===== src/rtl/shift_frame_aligner.sv =====
// Frame aligner: hunts for a sync word in a 5-bit serial window, then slices the
// bit stream into aligned 5-bit symbols and queues them in a 2-entry output buffer.
module shift_frame_aligner #(
  parameter logic [4:0]  SYNC_WORD  = 5'b10110,
  parameter int unsigned FRAME_SYMS = 4,
  parameter int unsigned MISS_LIMIT = 2
) (
  input  logic       clock,
  input  logic       reset,
  input  logic       win_valid_i,
  input  logic [4:0] window_i,
  output logic [4:0] sym_o,
  output logic       sym_first_o,
  output logic       sym_valid_o,
  input  logic       sym_ready_i,
  output logic       locked_o,
  output logic       lost_o,
  output logic       overflow_o
);

  localparam logic [3:0] FrameSyms = 4'(FRAME_SYMS);
  localparam logic [2:0] MissLimit = 3'(MISS_LIMIT);

  typedef enum logic {StHunt, StLocked} state_e;

  state_e     state_q, state_d;
  logic [2:0] bit_cnt_q, bit_cnt_d;
  logic [3:0] sym_cnt_q, sym_cnt_d;
  logic [2:0] miss_cnt_q, miss_cnt_d;
  logic       lost_q, lost_d;
  logic [2:0] miss_next;

  logic       push;
  logic       push_first;

  // Two-entry buffer: head entry feeds the outputs, tail holds the second symbol.
  logic [4:0] head_sym_q, head_sym_d, tail_sym_q, tail_sym_d;
  logic       head_first_q, head_first_d, tail_first_q, tail_first_d;
  logic [1:0] count_q, count_d;
  logic       overflow_q, overflow_d;
  logic       pop;

  assign miss_next = miss_cnt_q + 3'd1;

  // Alignment FSM: advances only on strobe cycles; decides pushes and lock loss.
  always_comb begin
    state_d    = state_q;
    bit_cnt_d  = bit_cnt_q;
    sym_cnt_d  = sym_cnt_q;
    miss_cnt_d = miss_cnt_q;
    lost_d     = 1'b0;
    push       = 1'b0;
    push_first = 1'b0;
    if (win_valid_i) begin
      unique case (state_q)
        StHunt: begin
          if (window_i == SYNC_WORD) begin
            state_d    = StLocked;
            bit_cnt_d  = 3'd0;
            sym_cnt_d  = 4'd0;
            miss_cnt_d = 3'd0;
          end
        end
        StLocked: begin
          if (bit_cnt_q == 3'd4) begin
            // Fifth new bit since the boundary: the window is a complete slot.
            bit_cnt_d = 3'd0;
            if (sym_cnt_q < FrameSyms) begin
              push       = 1'b1;
              push_first = (sym_cnt_q == 4'd0);
              sym_cnt_d  = sym_cnt_q + 4'd1;
            end else begin
              sym_cnt_d = 4'd0;
              if (window_i == SYNC_WORD) begin
                miss_cnt_d = 3'd0;
              end else if (miss_next == MissLimit) begin
                state_d    = StHunt;
                miss_cnt_d = 3'd0;
                lost_d     = 1'b1;
              end else begin
                miss_cnt_d = miss_next;
              end
            end
          end else begin
            bit_cnt_d = bit_cnt_q + 3'd1;
          end
        end
      endcase
    end
  end

  // Output buffer next state: pop frees space before a same-cycle push lands.
  always_comb begin
    head_sym_d   = head_sym_q;
    head_first_d = head_first_q;
    tail_sym_d   = tail_sym_q;
    tail_first_d = tail_first_q;
    count_d      = count_q;
    overflow_d   = overflow_q;
    pop          = (count_q != 2'd0) && sym_ready_i;
    unique case (count_q)
      2'd0: begin
        if (push) begin
          head_sym_d   = window_i;
          head_first_d = push_first;
          count_d      = 2'd1;
        end
      end
      2'd1: begin
        if (push && pop) begin
          head_sym_d   = window_i;
          head_first_d = push_first;
        end else if (push) begin
          tail_sym_d   = window_i;
          tail_first_d = push_first;
          count_d      = 2'd2;
        end else if (pop) begin
          count_d = 2'd0;
        end
      end
      default: begin
        if (pop) begin
          head_sym_d   = tail_sym_q;
          head_first_d = tail_first_q;
          if (push) begin
            tail_sym_d   = window_i;
            tail_first_d = push_first;
          end else begin
            count_d = 2'd1;
          end
        end else if (push) begin
          overflow_d = 1'b1;
        end
      end
    endcase
  end

  // State, counters and buffer registers with synchronous reset.
  always_ff @(posedge clock) begin
    if (reset) begin
      state_q      <= StHunt;
      bit_cnt_q    <= 3'd0;
      sym_cnt_q    <= 4'd0;
      miss_cnt_q   <= 3'd0;
      lost_q       <= 1'b0;
      head_sym_q   <= 5'd0;
      head_first_q <= 1'b0;
      tail_sym_q   <= 5'd0;
      tail_first_q <= 1'b0;
      count_q      <= 2'd0;
      overflow_q   <= 1'b0;
    end else begin
      state_q      <= state_d;
      bit_cnt_q    <= bit_cnt_d;
      sym_cnt_q    <= sym_cnt_d;
      miss_cnt_q   <= miss_cnt_d;
      lost_q       <= lost_d;
      head_sym_q   <= head_sym_d;
      head_first_q <= head_first_d;
      tail_sym_q   <= tail_sym_d;
      tail_first_q <= tail_first_d;
      count_q      <= count_d;
      overflow_q   <= overflow_d;
    end
  end

  assign sym_o       = head_sym_q;
  assign sym_first_o = head_first_q;
  assign sym_valid_o = (count_q != 2'd0);
  assign locked_o    = (state_q == StLocked);
  assign lost_o      = lost_q;
  assign overflow_o  = overflow_q;

endmodule


===== config.mk =====
export PLATFORM = sky130hd
export DESIGN_NAME = shift_frame_aligner
export DESIGN_NICKNAME = d
export VERILOG_FILES = /design/src/rtl/shift_frame_aligner.sv
export SDC_FILE = /design/constraint.sdc
export NUM_CORES = 1
export LEC_CHECK = 0
export ABC_CLOCK_PERIOD_IN_PS = 2200
export CAP_MARGIN = 20
export CORE_ASPECT_RATIO = 1.4
export CORE_MARGIN = 2
export CORE_UTILIZATION = 45
export CTS_CLUSTER_SIZE = 25
export DETAILED_ROUTE_END_ITERATION = 16
export PLACE_DENSITY = 0.77
export SLEW_MARGIN = 20
export SYNTH_ARGS = -nofsm -noshare
export SYNTH_HDL_FRONTEND = slang
export SYNTH_SLANG_ARGS = --single-unit

===== constraint.sdc =====
create_clock -name clock -period 2.2 [get_ports clock]
set_input_delay 0.66 -clock clock [delete_from_list [all_inputs] [get_ports clock]]
set_output_delay 0.66 -clock clock [all_outputs]
set_load 0.01 [all_outputs]

Word level (Yosys, flattened, before mapping)

Cells that the tools add are included.

Reduce and logical (&&, ||, !) cells: 16
Bitwise logic cells: 6
Order comparisons: 1
Add/sub/neg operators: 3
Muxes and demuxes: 50
Eq/ne operators: 12

Operator list:

| cell                                                                   | number |
|---|---|
| 5-bit 2-to-1 mux                                                       | 6 |
| 1-bit 2-to-1 mux                                                       | 20 |
| 5-bit case mux with 2 select lines                                     | 2 |
| 3-bit 2-to-1 mux                                                       | 6 |
| 2-bit 2-to-1 mux                                                       | 6 |
| 4-bit 2-to-1 mux                                                       | 3 |
| 3-bit case mux with 2 select lines                                     | 2 |
| 3-bit AND reduction                                                    | 4 |
| 2-bit inequality test (second input constant)                          | 5 |
| 4-bit case mux with 2 select lines                                     | 1 |
| 3-bit by 1-bit adder with 3-bit output (second input constant)         | 2 |
| 1-bit inverter                                                         | 6 |
| 1-bit case mux with 2 select lines                                     | 3 |
| 6-bit OR reduction                                                     | 1 |
| 5-bit equality test (second input constant)                            | 1 |
| 5-bit AND reduction                                                    | 1 |
| 4-bit by 1-bit adder with 4-bit output (second input constant)         | 1 |
| 4-bit logical NOT                                                      | 1 |
| 4-bit by 3-bit < comparator with 1-bit output (second input constant)  | 1 |
| 2-bit case mux with 2 select lines                                     | 1 |
| 4-bit AND reduction                                                    | 1 |
| 2-bit nonzero test                                                     | 2 |
| 3-bit by 2-bit equality test with 1-bit output (second input constant) | 1 |
| 3-bit equality test (second input constant)                            | 1 |
| 9 further kinds                                                        | 10 |

Bits of input ports: 9
Register bits: 27
Word-level logic and storage cells: 99
Output and inout port bits: 10

Depth between registers and ports, before layout

Depth in word-level cells: 8
Depth in mapped cells: 7
Gate-level depth less buffers: 6

Worst setup path before layout

OpenSTA, ideal clock, no wires.

Kind: input to register
From: input sym_ready_i
To: register tail_first_q
Arrival: 1.902 ns
Library setup time: 0.128 ns
Required time: 2.072 ns
Setup slack: 0.170 ns
Cell stages on the path: 4
Buffers on the path: 0
Cells stage by stage: or3b_1 a2111oi_4 mux2i_1 nor2_1

Cells in the longest elaborated chain, start to end: 4
Elaborated cells on any way between the ends: 5
Those cells by class: eq/ne (1); reduce/logical (4)

Ends and longest elaborated chain:

| element                                  | line | source |
|---|---|---|
| from (decl)                              | 15   | `input logic sym_ready_i,` |
| 1-bit logical AND (*)                    | 100  | `pop = (count_q != 2'd0) && sym_ready_i;` |
| 1-bit logical AND                        | 110  | `if (push && pop) begin` |
| 2-bit inequality test (no source line)   | n/a  |  |
| 3-bit AND reduction (no source line) (*) | n/a  |  |
| to (signal assigned)                     | 161  | `tail_first_q <= tail_first_d;` |
| to (decl)                                | 38   | `logic head_first_q, head_first_d, tail_first_q, tail_first_d;` |

Mark *: on every way between the ends. The rest lies on a longest branch, timed or not.
A chain may end at the register's enable or synchronous reset.

Worst setup path in the final report

From: input sym_ready_i
To: register tail_sym_q[2]

Cells in the longest elaborated chain, start to end: 4
Elaborated cells on any way between the ends: 5
Those cells by class: eq/ne (1); reduce/logical (4)

Ends and longest elaborated chain:

| element                                  | line | source |
|---|---|---|
| 1-bit logical AND (*)                    | 100  |  |
| 1-bit logical AND                        | 110  |  |
| 2-bit inequality test (no source line)   | n/a  |  |
| 3-bit AND reduction (no source line) (*) | n/a  |  |
| to (signal assigned)                     | 160  | `tail_sym_q <= tail_sym_d;` |
| to (decl)                                | 37   | `logic [4:0] head_sym_q, head_sym_d, tail_sym_q, tail_sym_d;` |

Marks and branches as above.

==> parameters.txt <==
Parameter                              Value

Placed design
  Setup Slack @ Placement ... -0.253 ns
  Buffers added on ports ... 18
  Final RePlAce weighted congestion ... 0.901
  Cell count after placement ... 226
  HPWL Detailed ... 2380 um

Layout
  Leading cell type in the layout, fill and taps excluded ... sky130_fd_sc_hd__dfxtp_1
  Nets ... 209
  Layout area overhead ... 31.1%
  Ratio of cells with drive above 1 in the final layout ... 16.6%
  Filler cell count in the final layout ... 238
  Antenna diode count ... 0
  Final cell count without fillers ... 230
  Commonest cells after routing, fill and taps aside ... sky130_fd_sc_hd__dfxtp_1, sky130_fd_sc_hd__buf_4, sky130_fd_sc_hd__clkdlybuf4s50_1, sky130_fd_sc_hd__mux2i_1

Synth
  Mean post-synth cell area ... 8.83 um^2
  Number of warnings issued by yosys ... 0
  Top cells by area in the synthesized netlist ... sky130_fd_sc_hd__dfxtp_1, sky130_fd_sc_hd__mux2i_1, sky130_fd_sc_hd__ha_1, sky130_fd_sc_hd__a21oi_1, sky130_fd_sc_hd__nor2_1
  Area fraction of the dominant cell type after synthesis ... 39.5%
  Nets in the synthesized netlist ... 170
  Cell variety after synth ... 38
  Syn Std Cell Area ... 1370 um^2
  Cell taking the most area after synthesis ... sky130_fd_sc_hd__dfxtp_1
  #FFs+latches synth ... 27
  Sequential area share after synthesis ... 39.5%
  Instance count of the mapped netlist ... 155

Drt
  Detailed Route WL ... 3050 um
  Routed wirelength normalized by instance count ... 13.3 um
  Via count of the routed design ... 1265
  Number of vias per cell ... 5.50
  Detailed Route Iter0 Violations ... 19
  Number of optimization iterations in the first detailed-route pass ... 4
  Post-route antenna net violation count ... 0
  Remaining routing DRC violations ... 0

Run status
  Status ... finished clean

Global routing
  Vias in the first global route ... 1291
  Antenna violations before repair ... 0
  First-pass GRT wire length ... 5580 um
  Total gr overflow ... 0
  Pin count of the biggest net entering global routing ... 16
  All-Layer GR Usage ... 20.0%

Clocking
  Max clock buf depth ... 2
  Clock-pin slew reported for the worst setup and hold paths after clock tree synthesis ... 0.09 ns
  Worst-Skew Late Latency ... 0.27 ns
  Clock buffer count from CTS ... 3
  Clock tree from TritonCTS ... yes
  Sink count of the clock tree ... 27
  H-tree depth ... 1
  Root buffer cell ... sky130_fd_sc_hd__clkbuf_8

Power and ir drop
  Sw Pwr ... 0.184 mW
  Switching Share ... 22.1%
  Total power draw ... 0.833 mW
  Static Leak ... 0.687 nW
  Relative contribution of the clock network to total power ... 33.8%
  Sequential share of power ... 58.8%
  Areal power density over the cells ... 464 nW/um^2
  Part of the power in combinational logic ... 7.4%
  Max VDD drop ... 0.459 mV
  Internal portion of total power ... 0.649 mW

Setup path
  Startpoint Class ... input pin
  Start point of the critical path ... sym_ready_i
  Critical register-to-register path endpoint ... count_q[0]
  Top fanout value on the critical path ... 6
  Critical Path Slowest Stage Cell ... sky130_fd_sc_hd__clkdlybuf4s50_1
  Setup slack, reg-to-reg ... 0.42 ns
  Critical R2R Launch ... bit_cnt_q[0]
  Data arrival time at the worst-slack endpoint ... 2.30 ns
  Required @ worst endpoint ... 2.37 ns
  Type of destination of the critical path ... flop
  Number of cells traversed by the worst register-to-register path ... 7
  Worst setup path category ... in -> reg
  Worst setup path end ... tail_sym_q[2]
  Cell-by-cell listing of the critical path ... clkdlybuf4s50_1 > or3b_1 > a2111oi_4 > buf_6 > mux2i_1 > nor2_1
  Slowest stage delay, CP ... 0.42 ns

Floorplan
  Placeable Area ... 2880 um^2
  Die H ... 69.3 um
  Horizontal extent of the die ... 50.6 um
  Die Outline Area ... 3510 um^2
  Boundary pin count ... 19
  Starting density of the core ... 47.6%
  Number of core rows ... 23

STA
  Transition at the pin with the smallest max-transition slack ... 0.479 ns
  Worst hold-check slack ... 0.485 ns
  Number of pins exceeding their max-slew limit in the final report ... 0
  Final period utilization ... 96.6%
  Worst setup margin ... 0.0746 ns
  Number of endpoints failing setup at the final stage ... 0
  Max Clk Rate ... 470 MHz
  Max Clock Skew ... 0.00206 ns
  Final critical path time including I/O delays and setup ... 2.13 ns
  Relative slew margins ... 68.0%
  Total negative slack for setup checks ... 0 ns
  Setup repair after global routing missed its margin ... no
  Count of final hold-check violations ... 0

Worst hold path
  Hold Path Class ... reg -> reg

Run
  Max-Cap Viols ... 0
-- power groups by stage --
| stage | clock network [mW] | logic (mW) | registers (mW) |
|---|---|---|---|
| after floorplan | 0 | 0.0221 | 0.501 |
| after global placement | 0 | 0.0597 | 0.501 |
| after detailed placement | 0 | 0.0610 | 0.501 |
| after CTS | 0.291 | 0.0614 | 0.490 |
| after global routing | 0.308 | 0.0675 | 0.490 |
| final | 0.282 | 0.0617 | 0.490 |
-- worst min-delay path by stage --
stage	startpoint	to	slack [ns]	cells after the start
finish	sym_o[2]	sym_o[2]	0.49	2
global route	overflow_o	overflow_o	0.52	2
CTS	sym_o[1]	sym_o[1]	0.49	2
detailed placement	sym_o[0]	sym_o[0]	0.48	2
global placement	sym_o[2]	sym_o[2]	0.46	2
floorplan	count_q[0]	count_q[0]	0.45	1
-- routing by layer --
metal | vias to the layer above | part of all wire [%] | GRT usage (%)
met5 | - | 0 | 0
met4 | 0 | 1.4 | 6.91
met3 | 4 | 2.7 | 3.02
met2 | 16 | 54 | 34.9
met1 | 613 | 41 | 24.6
li1 | 632 | - | -
-- synthesized netlist by cell type --
| cell | n |
|---|---|
| sky130_fd_sc_hd__and3_1 | 2 |
| sky130_fd_sc_hd__a31o_2 | 1 |
| sky130_fd_sc_hd__a21o_1 | 1 |
| sky130_fd_sc_hd__nand3b_1 | 2 |
| sky130_fd_sc_hd__and3b_1 | 1 |
| sky130_fd_sc_hd__mux2i_1 | 14 |
| sky130_fd_sc_hd__nor2_1 | 13 |
| sky130_fd_sc_hd__inv_1 | 11 |
| sky130_fd_sc_hd__o21a_1 | 1 |
| sky130_fd_sc_hd__o211ai_1 | 1 |
| sky130_fd_sc_hd__ha_1 | 6 |
| sky130_fd_sc_hd__dfxtp_1 | 27 |
| sky130_fd_sc_hd__a31oi_1 | 3 |
| sky130_fd_sc_hd__a221oi_1 | 1 |
| sky130_fd_sc_hd__a21oi_1 | 13 |
| sky130_fd_sc_hd__a22oi_1 | 1 |
| sky130_fd_sc_hd__a41oi_1 | 1 |
| sky130_fd_sc_hd__o21ai_0 | 9 |
| sky130_fd_sc_hd__nand2b_1 | 1 |
| sky130_fd_sc_hd__or3_1 | 6 |
| sky130_fd_sc_hd__nand4_1 | 2 |
| sky130_fd_sc_hd__nor2b_1 | 2 |
| sky130_fd_sc_hd__nor3b_1 | 2 |
| sky130_fd_sc_hd__nand2_1 | 5 |
| sky130_fd_sc_hd__a311o_1 | 1 |
| sky130_fd_sc_hd__and4_1 | 1 |
| sky130_fd_sc_hd__a41o_1 | 1 |
| sky130_fd_sc_hd__a2111oi_4 | 1 |
| sky130_fd_sc_hd__a211oi_1 | 2 |
| sky130_fd_sc_hd__nor3_1 | 2 |
| sky130_fd_sc_hd__clkbuf_1 | 7 |
| sky130_fd_sc_hd__xnor2_1 | 2 |
| sky130_fd_sc_hd__or3b_1 | 1 |
| sky130_fd_sc_hd__o31ai_1 | 1 |
| sky130_fd_sc_hd__mux2_2 | 1 |
| sky130_fd_sc_hd__nand3_1 | 7 |
| sky130_fd_sc_hd__or2_2 | 1 |
| sky130_fd_sc_hd__buf_2 | 1 |
-- critical path: cells and delay by family --
kind	cells	cell delay, ns
buffers and inverters	2	0.61
muxes	1	0.18
AOI/OAI and AO/OA	1	0.39
and+or+nand+nor	2	0.46
-- flip-flops by register name, indices dropped and copies added (netlist names) --
name and flops:
lost_o 1, count_q 2, sym_first_o 1, tail_sym_q 5, miss_cnt_q 3, overflow_o 1
bit_cnt_q 3, locked_o 1, tail_first_q 1, sym_o 5, sym_cnt_q 4
-- logic make-up (layout without fill, tap and decap cells) --
kind of cell,after synthesis,in the layout,synth area share (%)
AO/OA/AOI/OAI,38,38,18.6
XOR/XNOR,2,2,1.28
AND/OR/NAND/NOR,48,48,18.7
buffers and inverters,19,57,5.30
adder cells (fa/ha/maj),6,6,5.48
multiplexers,15,15,11.1
flip-flops,27,27,39.5
-- per-stage QoR --
step | cell area [um^2] | utilization (%)
final | 1790 | 62.3
after global routing | 1790 | 62.3
after CTS | 1790 | 62.2
after detailed placement | 1740 | 60.6
after global placement | 1740 | 60.6
after floorplan | 1370 | -
-- final cells by class --
class                           count  area, um^2  share of cell area [%]
Clock inverter                      1        5.00                   0.279
Multi-Input combinational cell    109         756                    42.1
Timing Repair Buffer               42         364                    20.3
Clock buffer                        3        41.3                    2.30
Inverter                           11        41.3                    2.30
Sequential cell                    27         541                    30.1
Tap cell                           37        46.3                    2.58
-- repair_timing --
action | CTS | global route
endpoints found under the setup margin | 0 | 1
gates resized for setup | 0 | 1
hold buffers | 0 | 0
setup buffers | 0 | 0
Power figures use the tool's default switching activity.
